==> config.mk <==
export PLATFORM = sky130hd
export DESIGN_NAME = serial_mod_n_detector
export DESIGN_NICKNAME = d
export VERILOG_FILES = /design/src/rtl/serial_mod_n_detector.sv
export SDC_FILE = /design/constraint.sdc
export NUM_CORES = 1
export LEC_CHECK = 0
export CORE_UTILIZATION = 45
export CTS_BUF_LIST = sky130_fd_sc_hd__clkbuf_4 sky130_fd_sc_hd__clkbuf_8 sky130_fd_sc_hd__clkbuf_16
export CTS_CLUSTER_DIAMETER = 50
export DETAILED_ROUTE_END_ITERATION = 7
export GPL_ROUTABILITY_DRIVEN = 1
export HOLD_SLACK_MARGIN = 0.06
export PLACE_DENSITY = 0.77
export SLEW_MARGIN = 10
export SYNTH_ARGS = -nofsm -noshare
export SYNTH_HDL_FRONTEND = slang
export SYNTH_SLANG_ARGS = --single-unit
==> constraint.sdc <==
create_clock -name clk -period 2.2 [get_ports clk]
set_input_delay 0.33 -clock clk [delete_from_list [all_inputs] [get_ports clk]]
set_output_delay 0.33 -clock clk [all_outputs]
set_load 0.005 [all_outputs]
==> src/rtl/serial_mod_n_detector.sv <==
// Bit-serial divisibility checker: tracks the running value modulo N one bit at a time,
// MSB-first or LSB-first, and flags when the value received so far is divisible by N.
module serial_mod_n_detector #(
  parameter int unsigned N         = 3,
  parameter int unsigned LSB_FIRST = 0,
  parameter int unsigned CNT_W     = 8,
  parameter int unsigned RW        = $clog2(N)
) (
  input  logic             clk,
  input  logic             rst,
  input  logic             x,
  input  logic             x_valid,
  input  logic             clr,
  output logic             z,
  output logic [RW-1:0]    rem,
  output logic [CNT_W-1:0] bit_count
);

  localparam int unsigned      XW      = RW + 1;
  localparam logic [XW-1:0]    N_X     = XW'(N);
  localparam logic [CNT_W-1:0] CNT_MAX = '1;

  logic [RW-1:0]    r_rem;
  logic [RW-1:0]    r_w;
  logic             r_z;
  logic [CNT_W-1:0] r_cnt;

  logic [RW-1:0]    w_rem_base;
  logic [RW-1:0]    w_w_base;
  logic [CNT_W-1:0] w_cnt_base;
  logic [XW-1:0]    w_sum;
  logic [XW-1:0]    w_dbl;
  logic [RW-1:0]    w_rem_nxt;
  logic [RW-1:0]    w_w_nxt;
  logic [CNT_W-1:0] w_cnt_nxt;

  // A clear in the same cycle as a valid bit makes that bit the first of a new number.
  always_comb begin
    w_rem_base = clr ? '0 : r_rem;
    w_w_base   = clr ? RW'(1) : r_w;
    w_cnt_base = clr ? '0 : r_cnt;

    if (LSB_FIRST != 0) begin
      w_sum = {1'b0, w_rem_base} + (x ? {1'b0, w_w_base} : '0);
    end else begin
      w_sum = {w_rem_base, x};
    end
    w_dbl = {w_w_base, 1'b0};

    // Both intermediates are below 2N, so one conditional subtract reduces them.
    w_rem_nxt = (w_sum >= N_X) ? RW'(w_sum - N_X) : RW'(w_sum);
    w_w_nxt   = (w_dbl >= N_X) ? RW'(w_dbl - N_X) : RW'(w_dbl);
    w_cnt_nxt = (w_cnt_base == CNT_MAX) ? w_cnt_base : w_cnt_base + CNT_W'(1);
  end

  always_ff @(posedge clk) begin
    if (rst) begin
      r_rem <= '0;
      r_w   <= RW'(1);
      r_z   <= 1'b0;
      r_cnt <= '0;
    end else if (x_valid) begin
      r_rem <= w_rem_nxt;
      r_w   <= w_w_nxt;
      r_z   <= (w_rem_nxt == '0);
      r_cnt <= w_cnt_nxt;
    end else if (clr) begin
      r_rem <= '0;
      r_w   <= RW'(1);
      r_z   <= 1'b0;
      r_cnt <= '0;
    end
  end

  assign z         = r_z;
  assign rem       = r_rem;
  assign bit_count = r_cnt;

endmodule
# --- Word level (Yosys, flattened, before mapping) ---
# Index checks and enable logic that the tools add are counted.
classes:
  add_sub_neg: 2
  magnitude_cmp: 1
  eq_ne: 1
  n_mux: 8
  reduce_logical: 2
ops:
  columns: ["operator", "count"]
  rows:
  - ["8-bit 2-to-1 mux", 3]
  - ["8-bit by 1-bit adder with 8-bit output (second input constant)", 1]
  - ["8-bit == test (second input constant)", 1]
  - ["2-bit 2-to-1 mux", 3]
  - ["3-bit by 2-bit greater-or-equal comparator with 1-bit output (second input constant)", 1]
  - ["2-bit logical NOT", 1]
  - ["1-bit 2-to-1 mux", 2]
  - ["2-bit nonzero test", 1]
  - ["2-bit subtractor (second input constant)", 1]
totals:
  register_bits: 11
  input_bits: 5
  output_inout_bits: 11

# --- Longest topological paths before layout ---
# Gate-level depths: netlist (run 1).
logic_depth:
  word_depth: 5
  mapped_depth: 7

# --- Worst setup path before layout (run 1) ---
# No wires, ideal clock.
synth_path:
  path_type: "input port to flip-flop"
  start: "in clr"
  end: "reg r_cnt[7] (netlist: bit_count[7])"
  arrival_ns: 1.493
  required_ns: 2.084
  path_slack_ns: 0.591
  path_stages: 7
  cell_sequence: "buf_4 -> nor2b_1 -> ha_1 -> nand2_1 -> nor3_1 -> or4b_1 -> o211a_1"
synth_via:
  elab_chain_len: 4
  word_cells_on_any_way: 5
  cone_classes: "add/sub: 1; eq/ne: 1; mux: 3"
synth_lines:
  columns: ["item", "line", "rtl"]
  rows:
  - ["from (decl)", "13", "input logic clr,"]
  - ["8-bit 2-to-1 mux *", null, null]
  - ["8-bit by 1-bit adder with 8-bit output or 8-bit == test (tied branches)", "53", "w_cnt_nxt = (w_cnt_base == CNT_MAX) ? w_cnt_base : w_cnt_base + CNT_W'(1);"]
  - ["8-bit 2-to-1 mux", "53", null]
  - ["8-bit 2-to-1 mux *", "62", "end else if (x_valid) begin"]
  - ["to (signal assigned)", "66", "r_cnt <= w_cnt_nxt;"]
  - ["to (decl)", "26", "logic [CNT_W-1:0] r_cnt;"]
# Mark *: on every way between the ends. The rest lies on a longest branch, timed or not.
# A chain may end at the register's enable or synchronous reset.

# --- Worst setup path after layout (run 1) ---
layout_path:
  start: "in clr"
  end: "reg r_cnt[3] (netlist: bit_count[3])"
# Same word-level chain as after synthesis.

==> results.json, run 1 <==
{
  "status": "complete, no violations",
  "min_from": "z",
  "reg2reg_to": "bit_count[3]",
  "port_buffers": 15,
  "cts_made_buffers": 3,
  "synth_top_family_by_area": "simple AND/OR/NAND/NOR gates",
  "dieWidth_um": 40.4,
  "hold_depth": 2,
  "rows": 13,
  "rsz0062_at_grt": "no",
  "slowest_stage": "clkdlybuf4s50_1",
  "grt_overflow": 0,
  "synth-simple-area-share_pct": 31.1,
  "yosysTopAreaCellShare_pct": 33.2,
  "cts_setup_buffers": 0,
  "crit_fanout": 3,
  "first_pass_iters": 4,
  "instances_no_fill": 109,
  "cts_resized": 0,
  "dpl_cell_area_sq_um": 831,
  "drcViolationCount": 0,
  "synthAdderAreaFrac_pct": 3.77,
  "stdcell_area_sq_um": 861,
  "hold_buffers": 0,
  "grt_pass1_wl_um": 2390,
  "io_pins": 16,
  "synthTopCellsByArea": "dfxtp_1, nor2b_1, nor2_1",
  "yosysSeqAreaShare_pct": 33.2,
  "p_leak_nw": 0.356,
  "numClockSinks": 11,
  "crit_chain": "clkdlybuf4s50_1 > nor2b_1 > ha_1 > nand2_1 > nor3_2 > nor2_1 > a2111oi_0",
  "yosys.area.top_type": "dfxtp_1",
  "ir_drop_uv": 265,
  "r2r-start": "bit_count[0]",
  "coreArea_sq_mm": 0.00133,
  "cp-end-kind": "flip-flop",
  "diodes": 0,
  "ys_async_sr_fraction_pct": 0,
  "track_usage_pct": 22.6,
  "dp_hpwl_um": 1140,
  "vias_per_cell": 5.90,
  "post-route-min-period_ns": 1.86,
  "syn2layout_area_growth_pct": 29.8,
  "ys_seq_elements": 11,
  "synth_edf_count": 0,
  "nets": 102,
  "power.total_w": 0.000416,
  "holdPathEnd": "z",
  "skew_ns": 0.00357,
  "drtIter0Drc": 11,
  "synth-warning-count": 0,
  "final-setup-viol-count": 0,
  "drv_slew": 0,
  "synthesis.area_sq_um": 663,
  "antenna_found_initial": 0,
  "regToRegSetupSlack_ns": 0.53,
  "period_share_pct": 84.3,
  "crit_required_ns": 2.34,
  "crit_arrival_ns": 2.00,
  "synth_top_flop_cell": "dfxtp_1",
  "die_y_um": 40.4,
  "setup_tns_ns": 0,
  "synth_compound_area_share_pct": 22.3,
  "cts_max_level": 1,
  "globalplace.congestion": 0.792,
  "startpoint_type": "primary input",
  "wl_per_cell_um": 13.4,
  "rr_worst_depth": 6,
  "root_buffer": "clkbuf_4",
  "crit_family": "simple AND/OR/NAND/NOR gates",
  "wirelength_um": 1460,
  "vias": 643,
  "cts_tree": "yes",
  "critPathMaxStageDelay_ns": 0.46,
  "synth_mux_area_share_pct": 4.72,
  "post_synth_inst_count": 76,
  "synth_xor_area_share_pct": 1.32,
  "ant_nets": 0,
  "first_global_vias": 558,
  "clock_path_buffers": 2,
  "synth_area_per_cell_sq_um": 8.73,
  "drv_cap": 0,
  "syn_nets": 83,
  "grt_max_degree": 12,
  "clk_pin_slew_ns": 0.08,
  "clock_latency_ns": 0.26,
  "critical_path_class": "primary input to flip-flop",
  "dpl.cell_count": 105,
  "worst-slew-pin-transition_ns": 0.442,
  "finalHoldViolCount": 0,
  "min-delay-path-class": "flip-flop to flip-flop",
  "powerDensity_mw_per_mm2": 484,
  "fmax_mhz": 539,
  "synth.distinct_cells": 33,
  "layout_commonest_cell": "clkdlybuf4s50_1",
  "drive_gt1_share_pct": 10.6,
  "crit_buf_inv": 1,
  "start_util_pct": 49.7,
  "slew_headroom_pct": 70.4,
  "final_cell_mix": "clkdlybuf4s50_1, dfxtp_1, nor2_1",
  "dieArea_sq_mm": 0.00163,
  "utilization_pct": 64.5
}
-- synthesized netlist by cell type, drive strengths merged (2+ instances only) --
cell / number
dfxtp: 11
nor2: 10
nand2: 7
nor2b: 7
a211oi: 4
a21oi: 4
nor3: 3
a311oi: 2
buf: 2
ha: 2
inv: 2
mux2i: 2
nand3: 2
o21ai: 2
-- through the flow --
step	worst slack (ns)	hold WS [ns]
2_1_floorplan	0.591	0.420
3_3_place_gp	0.116	0.517
3_5_place_dp	0.0970	0.540
4_1_cts	0.372	0.550
5_1_grt	0.183	0.567
6_report	0.345	0.542
-- worst max path at each step --
stage / from / to / slack (ns) / cells after the start
floorplan: clr / bit_count[7] / 0.59 / 7
global placement: clr / bit_count[7] / 0.12 / 6
detailed placement: clr / bit_count[1] / 0.1 / 6
CTS: clr / bit_count[7] / 0.37 / 7
global route: clr / bit_count[3] / 0.18 / 7
finish: clr / bit_count[3] / 0.34 / 7
-- tightest hold or removal path, stage by stage (launching register included) --
cell and delay (ns):
dfxtp_1 0.31, a21oi_1 0.13, a211oi_1 0.06
-- final cells by class --
class,instances,area [sq um]
fillers,125,473
multi-input cells,60,419
flip-flops and latches,11,220
repair buffers,17,165
clock buffers,4,30.0
well taps,15,18.8
inverters,2,7.51
-- sequential cells by signal (all words and copies together) (netlist names) --
name	cells
rem	2
z	1
bit_count	8
-- power breakdown --
part           total (W)  switching, W  internal (W)
registers       0.000208    0.00000351      0.000204
clock network   0.000151     0.0000687     0.0000823
logic          0.0000579     0.0000262     0.0000317
total           0.000416     0.0000984      0.000318
-- logic make-up (layout without fill, tap and decap cells) --
kind of cell             count (synthesis)  count (layout)
buffers and inverters                    5              23
XOR/XNOR                                 1               1
flip-flops                              11              11
multiplexers                             3               3
adder cells (fa/ha/maj)                  2               2
AO/OA/AOI/OAI                           18              18
AND/OR/NAND/NOR                         36              36
-- layer usage --
| metal | vias to the layer above | track usage [%] | wire [um] |
|---|---|---|---|
| li1 | 316 | - | - |
| met1 | 304 | 26.2 | 626 |
| met2 | 21 | 37.7 | 743 |
| met3 | 2 | 3.89 | 77 |
| met4 | 0 | 14.2 | 14 |
| met5 | - | 0 | 0 |
No activity file was read; power rests on OpenSTA's default activity.
==> inputs of run 2 (changes only) <==
==> constraint.sdc (replaced) <==
create_clock -name clk -period 1.9 [get_ports clk]
set_input_delay 0.285 -clock clk [delete_from_list [all_inputs] [get_ports clk]]
set_output_delay 0.285 -clock clk [all_outputs]
set_load 0.005 [all_outputs]
==> run 2 against run 1 <==
  * Flip-flop and latch count unchanged
  * Cell count increased by 8.3%
  * Design area is 9.3% higher
  * Routed wire length grew 12%
  * Non-clock buffer count rose by 9
  * Critical path type is now flip-flop to flip-flop
  * Sequential power is 16% higher
  * Worst setup slack worse by 0.11 ns
  * Utilization up 6.0 points
  * Clock power rose by 18%
  * Via count increased by 3.9%
  * Register-to-register slack worse by 0.30 ns
  * Die area is the same
==> results.json, run 2 (synthesis results as in run 1) <==
{
  "port_buffers": 15,
  "vias_per_cell": 5.66,
  "vias": 668,
  "track_usage_pct": 26.0,
  "drive_gt1_share_pct": 21.4,
  "dieWidth_um": 40.4,
  "layout_commonest_cell": "clkdlybuf4s50_1",
  "crit_required_ns": 2.07,
  "final-setup-viol-count": 0,
  "drv_cap": 0,
  "min-delay-path-class": "primary input to flip-flop",
  "instances_no_fill": 118,
  "final_cell_mix": "clkdlybuf4s50_1, dfxtp_1, buf_4",
  "rsz0062_at_grt": "no",
  "finalHoldViolCount": 0,
  "slew_headroom_pct": 79.4,
  "numClockSinks": 11,
  "largest_reg_flops": 8,
  "dp_hpwl_um": 1260,
  "post-route-min-period_ns": 1.67,
  "drtIter0Drc": 9,
  "period_share_pct": 87.7,
  "diodes": 0,
  "clock_latency_ns": 0.27,
  "clock_path_buffers": 2,
  "nets": 111,
  "antenna_found_initial": 0,
  "wirelength_um": 1640,
  "rows": 13,
  "nFillCells": 110,
  "startpoint_type": "flip-flop",
  "utilization_pct": 70.5,
  "coreArea_sq_mm": 0.00133,
  "p_leak_nw": 0.409,
  "die_y_um": 40.4,
  "dpl.cell_count": 114,
  "io_pins": 16,
  "cts_setup_buffers": 0,
  "globalplace.congestion": 0.801,
  "power.total_w": 0.000493,
  "hold_buffers": 0,
  "worst-slew-pin-transition_ns": 0.302,
  "cp-end-kind": "flip-flop",
  "ir_drop_uv": 434,
  "cts_resized": 0,
  "fmax_mhz": 600,
  "cts_max_level": 1,
  "grt_overflow": 0,
  "critical_path_class": "flip-flop to flip-flop",
  "wl_per_cell_um": 13.9,
  "grt_pass1_wl_um": 2640,
  "skew_ns": 0.00264,
  "first_global_vias": 634,
  "start_util_pct": 49.7,
  "powerDensity_mw_per_mm2": 523,
  "ant_nets": 0,
  "grt_max_degree": 11,
  "drcViolationCount": 0,
  "syn2layout_area_growth_pct": 41.9,
  "root_buffer": "clkbuf_4",
  "drv_slew": 0,
  "status": "complete, no violations",
  "cts_tree": "yes",
  "crit_arrival_ns": 1.84,
  "crit_fanout": 3,
  "first_pass_iters": 4,
  "clk_pin_slew_ns": 0.07,
  "dieArea_sq_mm": 0.00163,
  "cts_made_buffers": 3
}
## run 2: cell count changes in the layout (fill, tap and decap cells not counted), sizes merged
cell           change
buf                +9
clkdlybuf4s50      -1
dlymetal6s2s       +1
## run 2: worst max-delay path: stages (launching register included)
cell and delay, ns:
dfxtp_1 0.33, nor2b_2 0.16, ha_1 0.24, nand2_1 0.11
nor3_2 0.06, or4b_1 0.52, o211a_1 0.14
## run 2: area by class of cell
type	instances	area (sq um)	area share [%]
Sequential cell	11	220	23.4
Multi-Input combinational cell	60	429	45.6
Timing Repair Buffer	26	235	25.0
Inverter	2	7.51	0.798
Tap cell	15	18.8	1.99
Clock buffer	4	30.0	3.19
## run 2: stage by stage
stage               worst slack [ns]  area, sq um  setup TNS [ns]  hold WS (ns)
finish                         0.233          941               0         0.499
detailed placement            -0.226          898           -1.09         0.520
CTS                           0.0590          928               0         0.535
floorplan                      0.336          663               0         0.375
global route                   0.167          941               0         0.503
global placement              -0.136          898          -0.548         0.519
## run 2: routing by layer
metal	GRT usage (%)	wire length, um
met2	48.4	865
met4	15.0	26
met3	8.33	48
met5	0	0
met1	24.3	702
## run 2: final timing paths
check               start           end  slack, ns  cells after the start
max reg2reg  bit_count[1]  bit_count[7]       0.23                      6
max          bit_count[1]  bit_count[7]       0.23                      6
min                   clr  bit_count[3]       0.50                      3
min reg2reg             z             z       0.53                      2
## run 2: power by group
group | switching, W | leakage [nW] | total [W] | internal [W]
combinational | 0.0000317 | 0.301 | 0.0000734 | 0.0000417
clock | 0.0000826 | 0.0184 | 0.000178 | 0.0000957
sequential | 0.00000457 | 0.0894 | 0.000241 | 0.000236
total | 0.000119 | 0.409 | 0.000493 | 0.000374
